**src/rtl/bill_feeder_if.sv**
```systemverilog
// Bill feeder bus: validator handshake plus ticket-machine status and credit pulses.
interface bill_feeder_if;
  logic       bill_valid;
  logic [1:0] bill_code;
  logic       bill_accept;
  logic       bill_reject;
  logic       ready;
  logic       bill;
  logic       dispense;
  logic       return_sig;
  logic       ten;
  logic       twenty;

  // Environment side: validator and ticket machine.
  modport master (
    output bill_valid, bill_code, ready, bill, dispense, return_sig,
    input  bill_accept, bill_reject, ten, twenty
  );

  // Feeder side.
  modport slave (
    input  bill_valid, bill_code, ready, bill, dispense, return_sig,
    output bill_accept, bill_reject, ten, twenty
  );
endinterface

```
**src/rtl/bill_feeder.sv**
```systemverilog
// Bill feeder: queues validated bills in a small FIFO and replays each one as a
// single registered ten/twenty pulse to the ticket machine, spaced three cycles apart.
module bill_feeder #(
  parameter int unsigned DEPTH = 4,
  parameter int unsigned CNT_W = 8
) (
  input  logic                    clk,
  input  logic                    clear,
  bill_feeder_if.slave            bus,
  output logic [CNT_W-1:0]        ticket_count,
  output logic [CNT_W-1:0]        refund_count,
  output logic [$clog2(DEPTH):0]  fifo_level,
  output logic                    busy
);

  localparam int unsigned PtrW = $clog2(DEPTH);
  localparam int unsigned LvlW = PtrW + 1;
  localparam logic [LvlW-1:0] LvlFull = LvlW'(DEPTH);

  typedef enum logic [1:0] {StIdle, StPulse, StSettle} state_e;

  state_e            state_q, state_d;
  logic [DEPTH-1:0]  mem_q, mem_d;        // 0 = ten, 1 = twenty
  logic [PtrW-1:0]   wr_ptr_q, wr_ptr_d;
  logic [PtrW-1:0]   rd_ptr_q, rd_ptr_d;
  logic [LvlW-1:0]   level_q, level_d;
  logic              accept_q, accept_d;
  logic              reject_q, reject_d;
  logic              ten_q, ten_d;
  logic              twenty_q, twenty_d;
  logic [CNT_W-1:0]  ticket_q, ticket_d;
  logic [CNT_W-1:0]  refund_q, refund_d;

  logic code_ok;
  logic push;
  logic pop;

  // Pulse sequencer: pop the head bill when the machine can take credit.
  always_comb begin
    state_d  = state_q;
    ten_d    = 1'b0;
    twenty_d = 1'b0;
    pop      = 1'b0;
    case (state_q)
      StIdle: begin
        if ((level_q != '0) && (bus.ready || bus.bill) && !bus.dispense && !bus.return_sig) begin
          state_d  = StPulse;
          pop      = 1'b1;
          ten_d    = ~mem_q[rd_ptr_q];
          twenty_d = mem_q[rd_ptr_q];
        end
      end
      StPulse:  state_d = StSettle;
      StSettle: state_d = StIdle;
      default:  state_d = StIdle;
    endcase
  end

  // FIFO write side and accept/reject decision; fullness is judged on the pre-edge level.
  always_comb begin
    code_ok  = (bus.bill_code == 2'b01) || (bus.bill_code == 2'b10);
    push     = bus.bill_valid && code_ok && (level_q != LvlFull);
    accept_d = push;
    reject_d = bus.bill_valid && !push;
    mem_d    = mem_q;
    if (push) begin
      mem_d[wr_ptr_q] = (bus.bill_code == 2'b10);
    end
    wr_ptr_d = wr_ptr_q + PtrW'(push);
    rd_ptr_d = rd_ptr_q + PtrW'(pop);
    level_d  = level_q + LvlW'(push) - LvlW'(pop);
  end

  // Saturating ticket and refund counters.
  always_comb begin
    ticket_d = ticket_q;
    refund_d = refund_q;
    if (bus.dispense && (ticket_q != '1)) begin
      ticket_d = ticket_q + CNT_W'(1);
    end
    if (bus.return_sig && (refund_q != '1)) begin
      refund_d = refund_q + CNT_W'(1);
    end
  end

  // Control state with synchronous clear taking priority over everything.
  always_ff @(posedge clk) begin
    if (clear) begin
      state_q  <= StIdle;
      wr_ptr_q <= '0;
      rd_ptr_q <= '0;
      level_q  <= '0;
      accept_q <= 1'b0;
      reject_q <= 1'b0;
      ten_q    <= 1'b0;
      twenty_q <= 1'b0;
      ticket_q <= '0;
      refund_q <= '0;
    end else begin
      state_q  <= state_d;
      wr_ptr_q <= wr_ptr_d;
      rd_ptr_q <= rd_ptr_d;
      level_q  <= level_d;
      accept_q <= accept_d;
      reject_q <= reject_d;
      ten_q    <= ten_d;
      twenty_q <= twenty_d;
      ticket_q <= ticket_d;
      refund_q <= refund_d;
    end
  end

  // FIFO storage needs no reset; pointers and level define what is valid.
  always_ff @(posedge clk) begin
    mem_q <= mem_d;
  end

  assign bus.bill_accept = accept_q;
  assign bus.bill_reject = reject_q;
  assign bus.ten         = ten_q;
  assign bus.twenty      = twenty_q;
  assign ticket_count    = ticket_q;
  assign refund_count    = refund_q;
  assign fifo_level      = level_q;
  assign busy            = (level_q != '0) || (state_q != StIdle);

endmodule

```
**src/flat_wrapper.sv**
```systemverilog
// flat-port wrapper written by rule: the top's interface ports become plain ports
module bill_feeder_flat 
#(
  parameter int unsigned DEPTH = 4,
  parameter int unsigned CNT_W = 8
)
  (clk, clear, ticket_count, refund_count, fifo_level, busy, bus_bill_valid, bus_bill_code, bus_ready, bus_bill, bus_dispense, bus_return_sig, bus_bill_accept, bus_bill_reject, bus_ten, bus_twenty);
  bill_feeder_if bus_i ();
  input  logic clk;
  input  logic clear;
  output logic [CNT_W-1:0] ticket_count;
  output logic [CNT_W-1:0] refund_count;
  output logic [$clog2(DEPTH):0] fifo_level;
  output logic busy;
  input wire logic [$bits(bus_i.bill_valid)-1:0] bus_bill_valid;
  input wire logic [$bits(bus_i.bill_code)-1:0] bus_bill_code;
  input wire logic [$bits(bus_i.ready)-1:0] bus_ready;
  input wire logic [$bits(bus_i.bill)-1:0] bus_bill;
  input wire logic [$bits(bus_i.dispense)-1:0] bus_dispense;
  input wire logic [$bits(bus_i.return_sig)-1:0] bus_return_sig;
  output wire logic [$bits(bus_i.bill_accept)-1:0] bus_bill_accept;
  output wire logic [$bits(bus_i.bill_reject)-1:0] bus_bill_reject;
  output wire logic [$bits(bus_i.ten)-1:0] bus_ten;
  output wire logic [$bits(bus_i.twenty)-1:0] bus_twenty;
  assign bus_i.bill_valid = bus_bill_valid;
  assign bus_i.bill_code = bus_bill_code;
  assign bus_i.ready = bus_ready;
  assign bus_i.bill = bus_bill;
  assign bus_i.dispense = bus_dispense;
  assign bus_i.return_sig = bus_return_sig;
  assign bus_bill_accept = bus_i.bill_accept;
  assign bus_bill_reject = bus_i.bill_reject;
  assign bus_ten = bus_i.ten;
  assign bus_twenty = bus_i.twenty;
  bill_feeder #(.DEPTH(DEPTH), .CNT_W(CNT_W)) u_core (.clk(clk), .clear(clear), .bus(bus_i), .ticket_count(ticket_count), .refund_count(refund_count), .fifo_level(fifo_level), .busy(busy));
endmodule
```
**config.mk**
```make
export PLATFORM = sky130hd
export DESIGN_NAME = bill_feeder_flat
export DESIGN_NICKNAME = d
export VERILOG_FILES = /design/src/rtl/bill_feeder_if.sv /design/src/rtl/bill_feeder.sv /design/src/flat_wrapper.sv
export SDC_FILE = /design/constraint.sdc
export NUM_CORES = 1
export LEC_CHECK = 0
export BUFFER_PORTS_ARGS = -buffer_cell sky130_fd_sc_hd__buf_4
export CAP_MARGIN = 10
export CORE_UTILIZATION = 40
export CTS_CLUSTER_DIAMETER = 40
export DETAILED_ROUTE_END_ITERATION = 6
export REMOVE_ABC_BUFFERS = 1
export SLEW_MARGIN = 0
export SYNTH_ARGS = -nofsm -noshare
export SYNTH_HDL_FRONTEND = slang
export SYNTH_SLANG_ARGS = --single-unit
```
**constraint.sdc**
```tcl
create_clock -name clk -period 3.3 [get_ports clk]
set_input_delay 0.33 -clock clk [delete_from_list [all_inputs] [get_ports clk]]
set_output_delay 0.33 -clock clk [all_outputs]
set_load 0.01 [all_outputs]
```
======== Yosys cells after proc, flatten, opt, wreduce, memory -nomap -nowiden ========
Index checks and enable logic that the tools add are counted.
storage, ports and cells
  flip-flop bits (word level) ............. 33
  logic and storage cells ................. 58
cells by class
  add/subtract/negate cells ............... 6
  $lt $le $gt $ge ......................... 3
  eq/ne operators ......................... 7
  multiplexer cells ....................... 9
  bitwise gates (word level) .............. 3
  reduce and logical (&&, ||, !) cells .... 19
operators with widths
  operator                                                                             count
  8-bit by 1-bit adder with 8-bit output, second input constant                        2
  8-bit inequality test, second input constant                                         2
  1-bit logical AND                                                                    9
  2-bit by 3-bit less-than comparator with 1-bit output, second input constant         2
  2-bit by 1-bit adder with 2-bit output                                               2
  4-bit bitwise mux                                                                    1
  2-bit by 1-bit equality test with 1-bit output, second input constant                2
  1-bit two-way mux                                                                    4
  2-bit one-hot mux with 2 select lines                                                1
  3-bit by 1-bit adder with 3-bit output                                               1
  1-bit zero test                                                                      3
  1-bit logical OR                                                                     3
  3-bit inequality test, second input constant                                         1
  1-bit inverter                                                                       3
  3-bit nonzero test                                                                   1
  3-bit OR reduction                                                                   1
  3-bit by 1-bit subtractor with 3-bit output                                          1
  1-bit binary-select mux with 2-bit select                                            1
  1-bit demux with 2-bit select                                                        1
  2-bit equality test, second input constant                                           1
  2-bit by 1-bit greater-or-equal comparator with 1-bit output, second input constant  1
  2-bit zero test                                                                      1
  2-bit two-way mux                                                                    1
  2-bit by 1-bit inequality test with 1-bit output, second input constant              1
  2-bit nonzero test                                                                   1

======== Depth between registers and ports, before layout ========
Gate-level depths: netlist of the first run.
  depth after elaboration ................. 7
  depth in mapped cells ................... 9
  gate-level depth less buffers ........... 9

======== Worst setup path before layout of the first run ========
Ideal clock, no wire load.
  path type ............................... register to register
  start ................................... register u_core.state_q[1]
  end ..................................... register u_core.level_q[2] (netlist: u_core.fifo_level[2])
  arrival time ............................ 2.287 ns
  data required time ...................... 3.172 ns
  setup slack ............................. 0.885 ns
  stages on the path, launching flop included .. 10
  clock period less this slack ............ 2.415 ns
  cells stage by stage .................... dfxtp_1 -> or4_1 -> or3_1 -> buf_6 -> xnor2_1 -> ha_1 -> fa_1 -> xnor2_1 -> xnor2_1 -> nor2_1
on the way
  cells in the longest elaborated chain, start to end .. 3
ends and longest elaborated chain
  what                                         line                RTL
  start, declared                              bill_feeder.sv:22   state_e state_q, state_d;
  start signal, assigned                       bill_feeder.sv:89   state_q <= StIdle;
  start signal, assigned                       bill_feeder.sv:100  state_q <= state_d;
  2-bit zero test                              bill_feeder.sv:44   case (state_q)
  1-bit two-way mux                            bill_feeder.sv:44
  3-bit by 1-bit subtractor with 3-bit output  bill_feeder.sv:71   level_d = level_q + LvlW'(push) - LvlW'(pop);
  end signal, assigned                         bill_feeder.sv:103  level_q <= level_d;
  end, declared                                bill_feeder.sv:26   logic [LvlW-1:0] level_q, level_d;
Every way passes these cells.
A chain may end at the register's enable or synchronous reset.

======== Worst setup path after layout of the first run ========
Ends and elaborated chain as after synthesis.

==> flow_metrics.env, run 1 <==
export IMPL_path_common_cell="xnor2_1"
export IMPL_drc_errors=0
export IMPL_diodes=0
export IMPL_hp_start="bus_bill_valid"
export IMPL_start_kind="register"
export IMPL_netlist_instances=151
export IMPL_post_place_ws_ns=0.6367
export IMPL_p_leak_uw=0.0007515
export IMPL_status="complete, no violations"
export IMPL_hold_buffers=0
export IMPL_grt_pass1_wl_um=5382
export IMPL_root_buffer="clkbuf_8"
export IMPL_final_setup_worst_slack_ns=0.7411
export IMPL_start_util_pct=43.07
export IMPL_seq_area_frac_synth_pct=46.90
export IMPL_multiInputGateArea_sq_um=740.7
export IMPL_fp_row_count=21
export IMPL_cts_setup_buffers=0
export IMPL_fin_crit_sh_pct=77.54
export IMPL_die_y_um=63.12
export IMPL_crit_path_max_incr_delay_ns=0.53
export IMPL_critPathKind="reg -> reg"
export IMPL_worstPathCellList="or4_1, or3_1, xnor2_1, ha_1, fa_1, xnor2_1, xnor2_1, nor2_1"
export IMPL_hold_path_end="u_core.bus.bill_reject"
export IMPL_hp_class="in -> reg"
export IMPL_synthArstFlopShare_pct=0
export IMPL_endpoint_kind="register"
export IMPL_worstPathRequired_ns=3.47
export IMPL_rrSetupSlack_ns=0.74
export IMPL_gr_usage_all_layers_pct=17.54
export IMPL_vdd_ir_drop_max_mv=0.2936
export IMPL_r2r_start="u_core.state_q[1]"
export IMPL_synthToLayoutAreaGrowth_pct=23.20
export IMPL_place_congestion=0.7189
export IMPL_yosysMostFrequentCell="dfxtp_1"
export IMPL_num_vias=1228
export IMPL_die_w_um=63.12
export IMPL_drtIter0Drc=66
export IMPL_max_freq_mhz=390.8
export IMPL_die_area_sq_um=3984
export IMPL_tightestPinTransition_ns=0.3819
export IMPL_clock_path_buffers=2
export IMPL_htree_levels=2
export IMPL_synthesis_area_sq_um=1494
export IMPL_synth_common_cells="dfxtp_1, nor2_1, a21oi_1, nor3_1, nor2b_1"
export IMPL_postRouteAntennaNets=0
export IMPL_portBuffers=32
export IMPL_holdWs_ns=0.3029
export IMPL_cts_resized=0
export IMPL_core_sq_um=3468
export IMPL_yosys_area_top_type_share_pct=38.86
export IMPL_fin_nets=198
export IMPL_power_density_nw_per_um2=524.5
export IMPL_fin_crit_ns=2.559
export IMPL_cts_tree="yes"
export IMPL_setup_viol=0
export IMPL_grt_antenna_before_repair=0
export IMPL_worstPathArrival_ns=2.73
export IMPL_synth_avg_cell_area_sq_um=9.894
export IMPL_vias_per_cell=5.339
export IMPL_timing_critical_path_buf_inv=0
export IMPL_grt_pass1_vias=1193
export IMPL_clkSinkCount=33
export IMPL_grt_start_max_net_pins=36
export IMPL_slowest_stage="or4_1"
export IMPL_wl_um=3068
export IMPL_clock_latency_ns=0.29
export IMPL_routed_wire_length_per_instance_um=13.34
export IMPL_final_max_slew_viol_count=0
export IMPL_synth_edf_count=4
export IMPL_crit_family="simple AND/OR/NAND/NOR gates"
export IMPL_fin_worst_skew_ns=0.007669
export IMPL_num_fill_cells=328
export IMPL_hold_violations=0
export IMPL_grt_ovfl_total=0
export IMPL_ys_ff_latch=33
export IMPL_cap_violations=0
export IMPL_max_slew_margin_pct=74.31
export IMPL_hpwlAfterDp_um=2188
export IMPL_utilization_pct=53.07
export IMPL_drt_first_pass_iters=4
export IMPL_yosysTopAreaCell="dfxtp_1"
export IMPL_reg2regPathDepth=8
export IMPL_cts_buffers=5
export IMPL_r2r_end="u_core.fifo_level[2]"
export IMPL_synth_top_cells_by_area="dfxtp_1, edfxtp_1, ha_1, a21oi_1, nor3_1"
export IMPL_synthFlopType="dfxtp_1"
export IMPL_drive_gt1_share_pct=23.91
export IMPL_path_clk_slew_ns=0.07
export IMPL_ff_latch_area_sq_um=700.7
export IMPL_totalNegativeSetupSlack_ns=0
export IMPL_grt_setup_unrepaired="false"
export IMPL_synth_warnings=0
export IMPL_yosysUniqueCellTypes=35
export IMPL_cp_max_fo=6
export IMPL_io_pins=33
export IMPL_worstHoldPathCells=3
worst register-to-register path, stage by stage, from the launching register on:
cell and delay, ns:
dfxtp_1 0.32, or4_1 0.53, or3_1 0.45, xnor2_1 0.18, ha_1 0.21, fa_1 0.38, xnor2_1 0.18, xnor2_1 0.15
nor2_1 0.05
layout make-up:
class                      instances  area share (%)
multi-input combinational        106           40.24
sequential                        33           38.07
timing repair buffer              32           13.05
clock buffer                       6           3.943
tap                               46           3.127
inverter                           5           1.020
clock inverter                     2          0.5438
metrics by stage:
| step | std cells | area [sq um] | power [uW] |
|---|---|---|---|
| detailed placement | 222 | 1758 | 681.7 |
| global placement | 222 | 1758 | 674.0 |
| floorplan | 144 | 1460 | 594.7 |
| finish | 230 | 1841 | 965.3 |
| global route | 230 | 1841 | 1024 |
| CTS | 230 | 1841 | 975.0 |
cells in the final DEF (no fill, tap or decap), types with 5 or more instances in the layout:
cell type,count
nor2_1,12
buf_4,32
clkbuf_8,5
ha_1,5
nor2b_1,7
a21oi_1,11
and3_1,5
dfxtp_1,29
nor3_1,11
inv_1,5
nor3b_1,5
kinds of logic after synthesis:
kind of cell    Yosys count  share of synthesized area [%]
fa+ha+maj                 6                          5.528
compound gates           25                          10.89
xor+xnor                  4                          2.345
simple gates             64                          24.71
flops                    33                          46.90
buf+inv                  12                          3.518
mux                       7                          6.113
layer usage:
layer / global-route usage, % / part of all wire [%] / wire length (um) / vias to the layer above
li1: - / - / - / 614
met1: 19.95 / 45 / 1370 / 569
met2: 29.70 / 47 / 1452 / 36
met3: 5.797 / 5.6 / 173 / 9
met4: 7.558 / 2.3 / 71 / 0
met5: 0 / 0 / 0 / -
worst max path at each step:
stage               slack, ns              start                   end  depth (start not counted)
detailed placement       0.64       bus_dispense  u_core.fifo_level[2]                          9
floorplan                0.91  u_core.state_q[1]  u_core.fifo_level[2]                          8
CTS                      0.74  u_core.state_q[1]  u_core.fifo_level[2]                          8
global route             0.58  u_core.state_q[1]  u_core.fifo_level[2]                          8
global placement         0.73       bus_dispense  u_core.fifo_level[2]                          9
finish                   0.74  u_core.state_q[1]  u_core.fifo_level[2]                          8
registers in the layout (all words and copies together) (netlist names):
name / cells
u_core.bus.bill_accept: 1
u_core.bus.bill_reject: 1
u_core.bus.ten: 1
u_core.bus.twenty: 1
u_core.fifo_level: 3
u_core.mem_q: 4
u_core.rd_ptr_q: 2
u_core.refund_count: 8
u_core.state_q: 2
u_core.ticket_count: 8
u_core.wr_ptr_q: 2
power by group:
| part | internal (uW) | switching, uW |
|---|---|---|
| clock | 146 | 146 |
| sequential | 438 | 33.4 |
| combinational | 108 | 93.9 |
Power figures use the tool's default switching activity.
==> run 2, diff against run 1 <==
==> constraint.sdc (replaced) <==
create_clock -name clk -period 2.38 [get_ports clk]
set_input_delay 0.238 -clock clk [delete_from_list [all_inputs] [get_ports clk]]
set_output_delay 0.238 -clock clk [all_outputs]
set_load 0.01 [all_outputs]
==> run 2 against run 1 <==
Effect of this change:
- maximum frequency grew 9.5%
- power grew 41%
- critical path depth is the same
- sequential share of layout area shrank 1.1 points
- flip-flop and latch count is the same
- critical path type unchanged
- critical endpoint unchanged
==> flow_metrics.env, run 2 (synthesis results as in run 1) <==
export IMPL_worstPathArrival_ns=2.50
export IMPL_power_frac_comb_pct=22.8
export IMPL_grt_ovfl_total=0
export IMPL_drive_gt1_share_pct=27.51
export IMPL_status="complete, no violations"
export IMPL_start_kind="register"
export IMPL_totalNegativeSetupSlack_ns=0
export IMPL_fin_nets=203
export IMPL_finalNonFillerCells=235
export IMPL_cap_violations=0
export IMPL_vdd_ir_drop_max_mv=0.4500
export IMPL_layout_common_cells="buf_4, dfxtp_1, nor2_1"
export IMPL_clock_latency_ns=0.28
export IMPL_setup_viol=0
export IMPL_r2r_end="u_core.fifo_level[2]"
export IMPL_fin_crit_ns=2.336
export IMPL_internal_power_uw=987.4
export IMPL_seqPwrFrac_pct=48.2
export IMPL_multiInputGateArea_sq_um=762.0
export IMPL_hold_buffers=0
export IMPL_cts_setup_buffers=0
export IMPL_io_pins=33
export IMPL_ff_latch_area_sq_um=700.7
export IMPL_num_fill_cells=345
export IMPL_grt_pass1_wl_um=5264
export IMPL_cts_tree="yes"
export IMPL_start_util_pct=43.07
export IMPL_holdWs_ns=0.2199
export IMPL_gr_usage_all_layers_pct=17.17
export IMPL_busiest_layer="met2"
export IMPL_routed_wire_length_per_instance_um=12.74
export IMPL_fin_worst_skew_ns=0.005632
export IMPL_rrSetupSlack_ns=0.04
export IMPL_drc_errors=0
export IMPL_drt_first_pass_iters=4
export IMPL_hpwlAfterDp_um=2101
export IMPL_portBuffers=32
export IMPL_post_place_ws_ns=-0.06126
export IMPL_postRouteAntennaNets=0
export IMPL_grt_antenna_before_repair=0
export IMPL_swShare_pct=27.32
export IMPL_cp_max_fo=3
export IMPL_clock_path_buffers=2
export IMPL_grt_pass1_vias=1189
export IMPL_placed_cells=227
export IMPL_core_sq_um=3468
export IMPL_use_met1_pct=20.25
export IMPL_p_leak_uw=0.0007784
export IMPL_tightestPinTransition_ns=0.3746
export IMPL_fin_crit_sh_pct=98.16
export IMPL_layout_cells_most_common="buf_4"
export IMPL_grt_use_met3_pct=6.703
export IMPL_endpoint_kind="register"
export IMPL_critPathKind="reg -> reg"
export IMPL_die_area_sq_um=3984
export IMPL_fp_row_count=21
export IMPL_hold_violations=0
export IMPL_die_y_um=63.12
export IMPL_final_max_slew_viol_count=0
export IMPL_grt_start_max_net_pins=36
export IMPL_grt_met2_usage_pct=28.09
export IMPL_max_freq_mhz=428.0
export IMPL_place_congestion=0.7678
export IMPL_path_clk_slew_ns=0.07
export IMPL_htree_levels=2
export IMPL_wl_um=2994
export IMPL_num_vias=1251
export IMPL_final_setup_worst_slack_ns=0.04375
export IMPL_pwr_share_clk_pct=29.0
export IMPL_synthToLayoutAreaGrowth_pct=26.97
export IMPL_hp_class="in -> reg"
export IMPL_vias_per_cell=5.323
export IMPL_p_sw_uw=371.2
export IMPL_diodes=0
export IMPL_worstHoldPathCells=3
export IMPL_die_w_um=63.12
export IMPL_drtIter0Drc=52
export IMPL_hold_path_end="u_core.bus.bill_reject"
export IMPL_root_buffer="clkbuf_8"
export IMPL_max_slew_margin_pct=74.84
export IMPL_worstPathRequired_ns=2.54
export IMPL_r2r_start="u_core.state_q[1]"
export IMPL_cts_buffers=5
export IMPL_hp_start="bus_bill_valid"
export IMPL_clkSinkCount=33
export IMPL_grt_setup_unrepaired="true"
export IMPL_reg2regPathDepth=8
export IMPL_power_density_nw_per_um2=716.2
## run 2: cell type report
class | count | share of cell area, %
flip-flops and latches | 33 | 36.94
clock buffers | 8 | 4.222
repair buffers | 37 | 14.64
multi-input cells | 106 | 40.17
inverters | 5 | 0.9894
well taps | 46 | 3.034
## run 2: what timing repair did
action | in CTS | in global routing
endpoints found under the setup margin | 1 | 1
hold endpoints to repair | 0 | 0
pin swaps | 1 | 1
gates resized for setup | 3 | 2
## run 2: metal layers
| metal | vias up | part of all wire [%] |
|---|---|---|
| met4 | 0 | 0.60 |
| met2 | 30 | 47 |
| li1 | 620 | - |
| met5 | - | 0 |
| met3 | 2 | 4.6 |
| met1 | 599 | 48 |
## run 2: through the flow
stage	cell area [sq um]	utilization (%)	power, uW
floorplan	1460	-	824.5
CTS	1891	54.51	1375
detailed placement	1795	51.77	954.2
finish	1897	54.69	1359
global route	1897	54.69	1455
global placement	1795	51.77	944.4
## run 2: worst max-delay path by stage
stage / end / slack (ns) / start
after global placement: u_core.fifo_level[2] / -0.01 / bus_dispense
after detailed placement: u_core.fifo_level[2] / -0.06 / bus_dispense
after global routing: u_core.fifo_level[2] / -0.06 / u_core.state_q[1]
after CTS: u_core.fifo_level[2] / 0.003 / u_core.state_q[1]
final: u_core.fifo_level[2] / 0.04 / u_core.state_q[1]
after floorplan: u_core.fifo_level[2] / -0.009 / u_core.state_q[1]
## run 2: power by group through the flow
stage | registers (uW) | clock network [uW] | logic (uW)
CTS | 655 | 410 | 310
global route | 663 | 445 | 347
finish | 655 | 394 | 310
floorplan | 668 | 0 | 156
detailed placement | 665 | 0 | 289
global placement | 661 | 0 | 283
## run 2: worst max-delay path: stages (launching register included)
cell	delay (ns)
dfxtp_1	0.32
or4_4	0.53
or3_4	0.36
xnor2_1	0.14
ha_2	0.18
fa_2	0.35
xnor2_2	0.14
xnor2_1	0.15
nor2_1	0.05
==> run 3, diff against run 2 <==
--- a/config.mk
+++ b/config.mk
@@ -7,11 +7,15 @@
 export LEC_CHECK = 0
 export BUFFER_PORTS_ARGS = -buffer_cell sky130_fd_sc_hd__buf_4
 export CAP_MARGIN = 10
+export CELL_PAD_IN_SITES_DETAIL_PLACEMENT = 1
+export CELL_PAD_IN_SITES_GLOBAL_PLACEMENT = 1
 export CORE_UTILIZATION = 40
 export CTS_CLUSTER_DIAMETER = 40
 export DETAILED_ROUTE_END_ITERATION = 6
+export PLACE_DENSITY_LB_ADDON = 0.1
 export REMOVE_ABC_BUFFERS = 1
 export SLEW_MARGIN = 0
 export SYNTH_ARGS = -nofsm -noshare
 export SYNTH_HDL_FRONTEND = slang
 export SYNTH_SLANG_ARGS = --single-unit
+export TNS_END_PERCENT = 30
==> run 3 against run 2 <==
Effect of this change:
- clock power is 30% higher
- global-route usage up 2.3 points
- utilization increased by 1.4 points
- register-to-register slack lost 0.04 ns
- wire length increased by 22%
- sequential share of layout area down 0.93 points
- largest cell class unchanged
- largest power group unchanged
- highest routed layer unchanged
==> flow_metrics.env, run 3 (synthesis results as in run 1) <==
export IMPL_cts_tree="yes"
export IMPL_p_leak_uw=0.0008102
export IMPL_place_area_sq_um=1810
export IMPL_synthToLayoutAreaGrowth_pct=30.23
export IMPL_vias_per_cell=5.392
export IMPL_r2r_start="u_core.state_q[1]"
export IMPL_grt_pass1_vias=1262
export IMPL_wl_um=3649
export IMPL_grt_pass1_wl_um=5878
export IMPL_hp_start="bus_bill_valid"
export IMPL_grt_ovfl_total=0
export IMPL_cts_setup_buffers=0
export IMPL_dr_wl_met2_um=1894
export IMPL_endpoint_kind="register"
export IMPL_hp_class="in -> reg"
export IMPL_fin_crit_ns=2.378
export IMPL_fp_row_count=21
export IMPL_start_util_pct=43.07
export IMPL_grt_setup_unrepaired="true"
export IMPL_io_pins=33
export IMPL_r2r_end="u_core.fifo_level[2]"
export IMPL_drtIter0Drc=75
export IMPL_setup_viol=0
export IMPL_hold_violations=0
export IMPL_status="complete, no violations"
export IMPL_path_clk_slew_ns=0.07
export IMPL_drt_first_pass_iters=4
export IMPL_clkSinkCount=33
export IMPL_clock_latency_ns=0.28
export IMPL_final_max_slew_viol_count=0
export IMPL_post_place_ws_ns=-0.09774
export IMPL_die_y_um=63.12
export IMPL_cts_buffers=5
export IMPL_worstPathCellList="or4_4, or3_4, xnor2_2, ha_2, fa_2, xnor2_2, xnor2_1, nor2_1"
export IMPL_cap_violations=0
export IMPL_drive_gt1_share_pct=29.32
export IMPL_finalNonFillerCells=237
export IMPL_clock_path_buffers=2
export IMPL_gr_usage_all_layers_pct=19.46
export IMPL_num_vias=1278
export IMPL_critPathKind="reg -> reg"
export IMPL_cp_max_fo=3
export IMPL_max_freq_mhz=420.5
export IMPL_m1WireLength_um=1552
export IMPL_start_kind="register"
export IMPL_vdd_ir_drop_max_mv=0.4385
export IMPL_core_sq_um=3468
export IMPL_hold_path_end="u_core.bus.bill_reject"
export IMPL_crit_path_max_incr_delay_ns=0.54
export IMPL_portBuffers=32
export IMPL_power_density_nw_per_um2=778.1
export IMPL_route_met3_wl_um=146
export IMPL_path_common_cell="xnor2_2"
export IMPL_rrSetupSlack_ns=0.002
export IMPL_tightestPinTransition_ns=0.4385
export IMPL_worstPathRequired_ns=2.54
export IMPL_max_slew_margin_pct=70.54
export IMPL_drc_errors=0
export IMPL_reg2regPathDepth=8
export IMPL_grt_antenna_before_repair=0
export IMPL_htree_levels=2
export IMPL_die_w_um=63.12
export IMPL_fin_area_sq_um=1946
export IMPL_layout_cells_most_common="buf_4"
export IMPL_fin_nets=205
export IMPL_placed_cells=229
export IMPL_worstHoldPathCells=3
export IMPL_slowest_stage="or4_4"
export IMPL_place_congestion=0.7298
export IMPL_hpwlAfterDp_um=2524
export IMPL_highest_layer="met4"
export IMPL_root_buffer="clkbuf_8"
export IMPL_worstPathArrival_ns=2.54
export IMPL_diodes=0
export IMPL_postRouteAntennaNets=0
export IMPL_routed_wire_length_per_instance_um=15.40
export IMPL_grt_start_max_net_pins=36
export IMPL_fin_crit_sh_pct=99.91
export IMPL_die_area_sq_um=3984
export IMPL_final_setup_worst_slack_ns=0.002037
export IMPL_fin_worst_skew_ns=0.007595
export IMPL_layout_common_cells="buf_4, dfxtp_1, nor2_1"
[run 3: cell count changes in the layout (fill, tap and decap cells not counted), sizes merged]
cell / delta
buf: +2
bufinv: +1
clkbuf: -2
clkinv: +1
[run 3: worst max-delay path, delay by kind of cell (launching register included)]
| family | cells | cell delay (ns) |
|---|---|---|
| adders and majority gates | 2 | 0.53 |
| xor gates and xnor gates | 3 | 0.44 |
| DFF | 1 | 0.31 |
| and+or+nand+nor | 3 | 0.97 |
[run 3: cell type report]
| class | instances | area (sq um) |
|---|---|---|
| Clock buffer | 6 | 72.57 |
| Clock inverter | 2 | 33.78 |
| Fill cell | 410 | 1523 |
| Inverter | 5 | 18.77 |
| Multi-Input combinational cell | 106 | 769.5 |
| Sequential cell | 33 | 700.7 |
| Tap cell | 46 | 57.56 |
| Timing Repair Buffer | 39 | 292.8 |
[run 3: worst max path at each step]
| stage | from | end | slack [ns] |
|---|---|---|---|
| 6_report | u_core.state_q[1] | u_core.fifo_level[2] | 0.002 |
| 3_5_place_dp | bus_dispense | u_core.fifo_level[2] | -0.1 |
| 4_1_cts | u_core.state_q[1] | u_core.fifo_level[2] | 0.009 |
| 3_3_place_gp | bus_dispense | u_core.fifo_level[2] | -0.02 |
| 2_1_floorplan | u_core.state_q[1] | u_core.fifo_level[2] | -0.009 |
| 5_1_grt | u_core.state_q[1] | u_core.fifo_level[2] | -0.08 |
[run 3: per-layer routing]
| metal | vias to the layer above | global-route usage (%) |
|---|---|---|
| met1 | 614 | 21.75 |
| met5 | - | 0 |
| met3 | 6 | 5.435 |
| li1 | 630 | - |
| met4 | 0 | 8.721 |
| met2 | 28 | 34.01 |
[run 3: timing repair]
| action | in CTS | in global routing |
|---|---|---|
| hold buffers | 0 | 0 |
| pin swaps | 1 | 1 |
| setup endpoints to repair | 1 | 1 |
| resized for setup | 5 | 1 |
[run 3: report_power, final]
group          switching, uW  internal (uW)  total [uW]
Clock                    204            309         513
Sequential              41.5            607         648
Combinational            161            192         353
[run 3: stage by stage]
step	power [uW]	utilization [%]	hold slack, ns	TNS, ns
global placement	957.9	52.20	0.4861	-0.02246
global route	1587	56.10	0.2316	-0.07832
finish	1514	56.10	0.2195	0
floorplan	824.5	-	0.3071	-0.009334
CTS	1517	55.88	0.2138	0
detailed placement	980.2	52.20	0.4994	-0.09774
